===== config.mk =====
export PLATFORM = sky130hd
export DESIGN_NAME = bcd_to_bnat_seq
export DESIGN_NICKNAME = d
export VERILOG_FILES = /design/src/rtl/bcd_to_bnat_seq.sv
export SDC_FILE = /design/constraint.sdc
export NUM_CORES = 1
export LEC_CHECK = 0
export CAP_MARGIN = 20
export CELL_PAD_IN_SITES_DETAIL_PLACEMENT = 0
export CELL_PAD_IN_SITES_GLOBAL_PLACEMENT = 1
export CORE_UTILIZATION = 40
export DETAILED_ROUTE_END_ITERATION = 7
export DONT_BUFFER_PORTS = 1
export HOLD_SLACK_MARGIN = 0.12
export MAX_ROUTING_LAYER = met4
export PLACE_DENSITY_LB_ADDON = 0.1
export SLEW_MARGIN = 10
export SYNTH_ARGS = -nofsm -noshare
export SYNTH_HDL_FRONTEND = slang
export SYNTH_SLANG_ARGS = --single-unit
export TNS_END_PERCENT = 30

===== constraint.sdc =====
create_clock -name clk -period 3.1 [get_ports clk]
set_input_delay 0.31 -clock clk [delete_from_list [all_inputs] [get_ports clk]]
set_output_delay 0.31 -clock clk [all_outputs]
set_load 0.02 [all_outputs]

===== src/rtl/bcd_to_bnat_seq.sv =====
// Sequential packed-BCD to natural-binary converter: one digit per clock,
// most-significant first, acc = acc*10 + digit, with a sticky bad-nibble flag.
module bcd_to_bnat_seq #(
   parameter int DIGITS = 2,
   parameter int BIN_W  = 7
) (
   input  logic                  clk,
   input  logic                  rst,
   input  logic                  start,
   input  logic [4*DIGITS-1:0]   bcd,
   output logic                  busy,
   output logic                  done,
   output logic                  err,
   output logic [BIN_W-1:0]      bin
);

   localparam int CNT_W = (DIGITS < 2) ? 1 : $clog2(DIGITS + 1);
   localparam logic [BIN_W+3:0] TEN = (BIN_W + 4)'(10);

   typedef enum logic [1:0] {
      IDLE = 2'd0,
      CONV = 2'd1,
      DONE = 2'd2
   } state_t;

   state_t               state_q;
   logic [4*DIGITS-1:0]  sr_q;
   logic [BIN_W-1:0]     acc_q;
   logic [CNT_W-1:0]     cnt_q;
   logic                 bad_q;
   logic                 busy_q;
   logic                 done_q;
   logic                 err_q;
   logic [BIN_W-1:0]     bin_q;

   logic [3:0]           digit;
   logic [BIN_W+3:0]     accWide;
   logic [BIN_W-1:0]     acc_d;
   logic                 bad_d;

   // Widen before multiplying so the *10 step cannot wrap mid-computation
   always_comb begin
      digit   = sr_q[4*DIGITS-1 -: 4];
      accWide = ({4'b0000, acc_q} * TEN) + {{BIN_W{1'b0}}, digit};
      acc_d   = accWide[BIN_W-1:0];
      bad_d   = bad_q | (digit > 4'd9);
   end

   always_ff @(posedge clk or posedge rst) begin
      if (rst) begin
         state_q <= IDLE;
         sr_q    <= '0;
         acc_q   <= '0;
         cnt_q   <= '0;
         bad_q   <= 1'b0;
         busy_q  <= 1'b0;
         done_q  <= 1'b0;
         err_q   <= 1'b0;
         bin_q   <= '0;
      end else begin
         case (state_q)
            IDLE: begin
               done_q <= 1'b0;
               if (start) begin
                  sr_q    <= bcd;
                  acc_q   <= '0;
                  cnt_q   <= CNT_W'(DIGITS);
                  bad_q   <= 1'b0;
                  err_q   <= 1'b0;
                  busy_q  <= 1'b1;
                  state_q <= CONV;
               end
            end
            CONV: begin
               acc_q <= acc_d;
               sr_q  <= sr_q << 4;
               cnt_q <= cnt_q - CNT_W'(1);
               bad_q <= bad_d;
               if (cnt_q == CNT_W'(1)) begin
                  bin_q   <= bad_d ? '0 : acc_d;
                  err_q   <= bad_d;
                  busy_q  <= 1'b0;
                  done_q  <= 1'b1;
                  state_q <= DONE;
               end
            end
            DONE: begin
               done_q  <= 1'b0;
               state_q <= IDLE;
            end
            default: begin
               busy_q  <= 1'b0;
               done_q  <= 1'b0;
               state_q <= IDLE;
            end
         endcase
      end
   end

   assign busy = busy_q;
   assign done = done_q;
   assign err  = err_q;
   assign bin  = bin_q;

endmodule


# ---- Word-level counts from Yosys, hierarchy flattened
# Index checks and enable logic that the tools add are counted.
dict set report totals {
  ff_bits 30
  out_inout_bits 10
  wordCells 46
}
dict set report op_classes {
  add_sub_neg 2
  multipliers 1
  n_lt_le_gt_ge 1
  eq_ne 5
  n_mux 19
  n_bitwise 2
  n_reduce_logical 7
}
# op n
set ops {}
lappend ops {{$pmux 8 s2} 1}
lappend ops {{$mux 7} 2}
lappend ops {{$pmux 7 s2} 1}
lappend ops {{$mux 8} 1}
lappend ops {{$pmux 2 s2} 2}
lappend ops {{$add 7x4->7} 1}
lappend ops {{$mul 7x3->6 const B} 1}
lappend ops {{$mux 1} 6}
lappend ops {{$mux 2} 3}
lappend ops {{$reduce_and 2->1} 3}
lappend ops {{$reduce_and 3->1} 2}
lappend ops {{$eq 2x1->1 const B} 2}
lappend ops {{$gt 4x4->1 const B} 1}
lappend ops {{$ne 2x2->1 const B} 2}
lappend ops {{$pmux 1 s2} 2}
lappend ops {{$pmux 1 s3} 1}
lappend ops {{$eq 2x2->1 const B} 1}
lappend ops {{$logic_not 2->1} 1}
lappend ops {{$reduce_bool 2->1} 1}
lappend ops {{$sub 2x1->2 const B} 1}
lappend ops {{$not 1->1} 1}
lappend ops {{$or 1x1->1} 1}

# ---- Longest topological paths before layout
# Gate-level depths: netlist (run 1).
dict set report logic_depth {
  depth_word 4
  mapped_depth 8
  depth_no_buf 8
}

# ---- Worst setup path after synthesis (run 1)
# No wires, ideal clock.
dict set report synth_path {
  kind {register -> register}
  start {register acc_q[1]}
  end {register bin_q[6], in the netlist bin[6]}
  setup_ns 0.121
  arrival_ns 1.904
  path_slack_ns 1.075
  path_stages_with_launch 9
  path_buffers 0
  path_cell_list {dfrtp_1 -> ha_1 -> ha_1 -> inv_1 -> fa_1 -> nand2b_1 -> a21oi_1 -> xnor2_1 -> a22o_1}
}
dict set report synth_via {
  elab_chain_cells 3
}
# element line_no
set synth_lines {}
lappend synth_lines {{start, declared} 28} ;# logic [BIN_W-1:0] acc_q;
lappend synth_lines {{start signal, assigned} 53} ;# acc_q <= '0;
lappend synth_lines {{start signal, assigned} 66} ;# acc_q <= '0;
lappend synth_lines {{start signal, assigned} 75} ;# acc_q <= acc_d;
lappend synth_lines {{$mul 7x3->6} 44} ;# accWide = ({4'b0000, acc_q} * TEN) + {{BIN_W{1'b0}}, digit};
lappend synth_lines {{$add 7x4->7} 44}
lappend synth_lines {{$mux 7} 80} ;# bin_q <= bad_d ? '0 : acc_d;
lappend synth_lines {{end signal, assigned} 80}
lappend synth_lines {{end, declared} 34} ;# logic [BIN_W-1:0] bin_q;
# No other way between the ends.
# A chain may end at the register's enable or synchronous reset.

# ---- Worst setup path after layout (run 1)
# Same ends and word-level chain as after synthesis.

==> impl_metrics.ini, run 1 <==
[run_status]
run_status = finished, final reports clean

[synth]
netlist_instances = 141
ys_types = 26
ys_seq_area_frac = 0.496
synthesis.area_um2 = 1460
synth_seq_cells = 29
avgSynthCellArea_um2 = 10.4
synth-warning-count = 0
synth_nets = 163

[drt]
drc_errors = 0
drt_iter0_drc = 40
via_per_inst = 5.19
via_count = 1007
dr.pass1.iters = 4
ant_nets = 0
wirelength_mm = 2.90
wl_per_cell_um = 14.9

[finish]
layout-drive-gt1-share = 0.0676
diodes = 0
syn_to_final_growth_pct = 10.0
final_core_util = 0.471
multi_input_area_um2 = 681
fillers = 357
regArea_um2 = 726
layout.nets = 170
mostFrequentLayoutCells = dfrtp_1, nand2_1, o21ai_0
final_common_cell = dfrtp_1

[power_and_ir_drop]
fin_total_pwr_mw = 1.70
power_leakage_nw = 0.762
power.density_nw_per_um2 = 1060
peakVddDrop_mv = 0.450

[timing]
fmax_mhz = 469
min_period_over_period = 0.688
setup_slack_ns = 0.968
finClkSkew_ns = 0.00724
slew_violations = 0
slew_headroom = 0.592
grt_setup_unrepaired = no
final_hold_viol_count = 0
setup_violations = 0
finalCriticalPeriod_ns = 2.13
setup-tns-final_ns = 0
tightest_slew_ns = 0.611

[worst_hold_path]
hold_path.class = in -> reg

[grt]
grt_max_degree = 22
grt_usage = 0.176
grt_overflow_total = 0
grt_antenna_before_repair = 0
grt_pass1_wl_mm = 5.02
grt_pass1_vias = 1061

[clock_network]
cts_tree = yes
cts-buffers-inserted = 5
cts.repair.resized = 0
cts-root-buf = clkbuf_4
cts_buffer_depth = 2
cts_setup_buffers = 0
h-tree-depth = 2
cts.sinks = 29
clkLatencyLatePin_ns = 0.32
clk_pin_slew_worst_paths_ns = 0.09

[die]
coreArea_um2 = 3420
die_h_um = 62.5
pin_count = 21
start_util = 0.429
chipWidth_um = 62.5
rows = 21
die_area_um2 = 3910

[setup_path]
worstPathRequired_ns = 3.32
crit_path_max_fanout = 4
end_kind = register
cpMaxStageDelayCell = dfrtp_1
cpMostUsedCell = ha_1
cpPeakStageDelay_ns = 0.44
worst-setup-path-type = reg -> reg
crit_path_start_kind = register
critPathArrivalTime_ns = 2.35
crit_path_cell_trace = ha_1 > ha_1 > inv_1 > fa_1 > nand2b_1 > a21oi_1 > xnor2_1 > a22o_1

[place]
place.gp.congestion = 0.766
place_ws_ns = 0.986
hpwl_mm = 2.10
io_buffers = 0

[run]
drv_cap = 0
==> critical path, delay by kind of cell (launching register included) <==
| family | cells | cell delay, ns |
|---|---|---|
| AO/OA/AOI/OAI | 2 | 0.34 |
| adder cells (fa/ha/maj) | 3 | 0.94 |
| flip-flops | 1 | 0.44 |
| AND/OR/NAND/NOR | 1 | 0.16 |
| XOR/XNOR | 1 | 0.08 |
| buffers and inverters | 1 | 0.07 |
==> final timing paths <==
path / from / end / slack [ns] / depth (start not counted)
min reg2reg: bad_q$_DFFE_PP0P_ / bad_q$_DFFE_PP0P_ / 0.51 / 2
max reg2reg: acc_q[1]$_DFFE_PP0P_ / bin[6]$_DFFE_PP0P_ / 0.97 / 8
min: start / state_q[0]$_DFFE_PP0P_ / 0.14 / 2
max: acc_q[1]$_DFFE_PP0P_ / bin[6]$_DFFE_PP0P_ / 0.97 / 8
max in group asynchronous: rst / sr_q[6]$_DFFE_PP0P_ / 2.25 / 3
min in group asynchronous: rst / bin[3]$_DFFE_PP0P_ / 0.41 / 2
==> per-stage QoR <==
| step | hold slack (ns) | cell area (µm²) | cells |
|---|---|---|---|
| 6_report | 0.143 | 1610 | 194 |
| 5_1_grt | 0.147 | 1610 | 194 |
| 4_1_cts | 0.128 | 1600 | 193 |
| 3_5_place_dp | 0.217 | 1530 | 184 |
| 3_3_place_gp | 0.454 | 1500 | 183 |
| 2_1_floorplan | 0.388 | 1460 | 141 |
==> logic make-up after synthesis <==
| family | synth area share |
|---|---|
| xor gates and xnor gates | 0.0419 |
| muxes | 0.00684 |
| buffers and inverters | 0.0393 |
| AOI/OAI and AO/OA | 0.172 |
| adders and majority gates | 0.104 |
| and+or+nand+nor | 0.140 |
| DFF | 0.496 |
==> layer usage <==
layer	global-route usage	up-vias	wire length [µm]
li1	-	496	-
met1	0.200	484	1370
met2	0.280	25	1350
met3	0.0693	2	156
met4	0.0610	0	21
met5	-	-	0
==> timing repair <==
action                     4_1_cts  5_1_grt
hold endpoints to repair         9        1
hold buffers                     2        1
setup endpoints to repair        0        0
==> cell usage after synthesis, drive strengths merged <==
master / count / area, µm²
a21oi: 10 / 50.1
buf: 3 / 23.8
a22oi: 1 / 7.51
nor2b: 6 / 37.5
dfrtp: 29 / 726
xnor2: 5 / 43.8
nand2: 19 / 73.8
inv: 7 / 26.3
nor2: 8 / 30.0
mux2i: 1 / 10.0
a22o: 11 / 96.3
o21bai: 1 / 7.51
clkbuf: 2 / 7.51
nand3: 1 / 5.00
and2b: 1 / 7.51
and3b: 3 / 26.3
nand2b: 4 / 25.0
fa: 2 / 40.0
xor2: 2 / 17.5
o21ai: 14 / 70.1
ha: 9 / 113
o31ai: 2 / 20.0
==> registers in the layout, summed over array words and instances, names as in the netlist <==
signal / count
state_q: 2
acc_q: 6
err: 1
bin: 7
sr_q: 8
bad_q: 1
cnt_q: 2
busy: 1
done: 1
==> cell type report <==
cell class,count,area share
Sequential cell,29,0.451
Tap cell,46,0.0357
Multi-Input combinational cell,100,0.423
Timing Repair Buffer,5,0.0404
Clock buffer,7,0.0342
Inverter,7,0.0163
==> power by group <==
group / internal [mW] / switching (mW)
Clock: 0.107 / 0.127
Combinational: 0.334 / 0.380
Sequential: 0.534 / 0.218
Total: 0.975 / 0.724
(Power assumes the default switching activity.)
==> inputs of run 2 (changes only) <==
==> constraint.sdc (replaced) <==
create_clock -name clk -period 1.8 [get_ports clk]
set_input_delay 0.18 -clock clk [delete_from_list [all_inputs] [get_ports clk]]
set_output_delay 0.18 -clock clk [all_outputs]
set_load 0.02 [all_outputs]
==> run 2 against run 1 <==
The flow now finishes with violations (negative setup slack). Global-route usage is 0.77 points higher. Combinational power is 120% higher. First-iteration DRC count is 30% lower. Largest cell class unchanged. Critical endpoint unchanged.
==> impl_metrics.ini, run 2 (synthesis results as in run 1) <==
[die]
rows = 21
pin_count = 21
die_h_um = 62.5
coreArea_um2 = 3420
die_area_um2 = 3910
chipWidth_um = 62.5
start_util = 0.429

[grt]
grt_pass1_wl_mm = 5.38
grt_antenna_before_repair = 0
grt_max_degree = 30
grt_overflow_total = 0
grt_pass1_vias = 1133
grt_usage = 0.184

[finish]
regMostFlops = sr_q
layout-drive-gt1-share = 0.183
mostFrequentLayoutCells = dfrtp_1, nand2_1, o21ai_0
diodes = 0
final_common_cell = dfrtp_1
final_cell_count_no_fill = 210
largest_reg_flops = 8
fillers = 340
layout.nets = 185
syn_to_final_growth_pct = 19.5

[setup_path]
reg2reg_slack_ns = -0.14
critPathArrivalTime_ns = 2.16
end_kind = register
crit_path_start_kind = register
crit_path_max_fanout = 2
worst-setup-path-type = reg -> reg
worstPathRequired_ns = 2.02

[clock_network]
cts.sinks = 29
cts-root-buf = clkbuf_4
clkLatencyLatePin_ns = 0.33
cts_buffer_depth = 2
h-tree-depth = 2
clk_pin_slew_worst_paths_ns = 0.10
cts-buffers-inserted = 5
cts_tree = yes

[place]
hpwl_mm = 2.12
io_buffers = 0
place.gp.congestion = 0.774
dp_cells = 193

[run_status]
run_status = finished with violations
violations = negative setup slack

[drt]
drc_errors = 0
drt_iter0_drc = 28
ant_nets = 0
via_count = 1066
via_per_inst = 5.08
dr.pass1.iters = 4
wirelength_mm = 3.02
wl_per_cell_um = 14.4

[timing]
setup_violations = 4
final_hold_viol_count = 0
hold_ws_ns = 0.141
finClkSkew_ns = 0.00872
slew_violations = 0
slew_headroom = 0.752
finalCriticalPeriod_ns = 1.94
fmax_mhz = 516
min_period_over_period = 1.08
tightest_slew_ns = 0.372
setup-tns-final_ns = -0.387
grt_setup_unrepaired = yes
setup_slack_ns = -0.139

[run]
drv_cap = 0

[power_and_ir_drop]
peakVddDrop_mv = 0.574
power.density_nw_per_um2 = 1820
power_leakage_nw = 0.837

[worst_hold_path]
hold_path.class = in -> reg
run 2: cell count changes in the layout (fill, tap and decap cells not counted), moves of 2 or more:
| cell | delta |
|---|---|
| buf_4 | +12 |
| dlygate4sd3_1 | +4 |
| a21oi_1 | -2 |
| clkinv_2 | +2 |
run 2: critical path: stages (launching register included):
cell,delay (ns)
dfrtp_1,0.39
ha_1,0.29
ha_2,0.17
inv_2,0.05
fa_2,0.43
nand2b_4,0.16
a21oi_4,0.10
xnor2_1,0.07
a22o_1,0.17
run 2: per-stage QoR:
stage | cell area, µm² | util | worst slack (ns) | power (mW)
after CTS | 1730 | 0.506 | -0.137 | 3.18
after global routing | 1750 | 0.512 | -0.218 | 3.48
after detailed placement | 1590 | 0.464 | -0.176 | 2.71
final | 1750 | 0.512 | -0.139 | 3.19
after global placement | 1590 | 0.464 | -0.129 | 2.68
after floorplan | 1480 | - | -0.161 | 2.31
run 2: what timing repair did:
action,in CTS,in global routing
endpoints found under the setup margin,4,5
pin swaps,5,1
setup buffers,2,0
hold buffers,7,0
gates resized for setup,2,3
endpoints found under the hold margin,36,0
run 2: metal layers:
layer	vias to the layer above	track usage	part of all wire
met4	0	0.0523	0.010
met1	510	0.228	0.47
met3	4	0.0602	0.043
met2	24	0.285	0.47
li1	528	-	-
met5	-	-	0
run 2: final cells by class:
type	count	area (µm²)	area share
clock buffer	6	41.3	0.0236
clock inverter	2	10.0	0.00572
inverter	7	26.3	0.0150
timing repair buffer	20	168	0.0959
multi-input combinational	100	721	0.412
sequential	29	726	0.415
tap	46	57.6	0.0329
run 2: path summary, 6_finish.rpt:
path                                 startpoint                     end  cells past startpoint
setup / recovery           acc_q[3]$_DFFE_PP0P_      bin[6]$_DFFE_PP0P_                      8
hold reg to reg            cnt_q[0]$_DFFE_PP0P_    cnt_q[0]$_DFFE_PP0P_                      1
hold / removal                            start    cnt_q[0]$_DFFE_PP0P_                      3
max in group asynchronous                   rst     sr_q[4]$_DFFE_PP0P_                      3
setup reg to reg           acc_q[3]$_DFFE_PP0P_      bin[6]$_DFFE_PP0P_                      8
min in group asynchronous                   rst  state_q[1]$_DFFE_PP0P_                      3
run 2: where the power goes:
group          switching [mW]  internal (mW)  total, mW  leakage (nW)
registers               0.308          0.921       1.23         0.375
logic                   0.812          0.773       1.59         0.430
clock network           0.229          0.148      0.378        0.0320
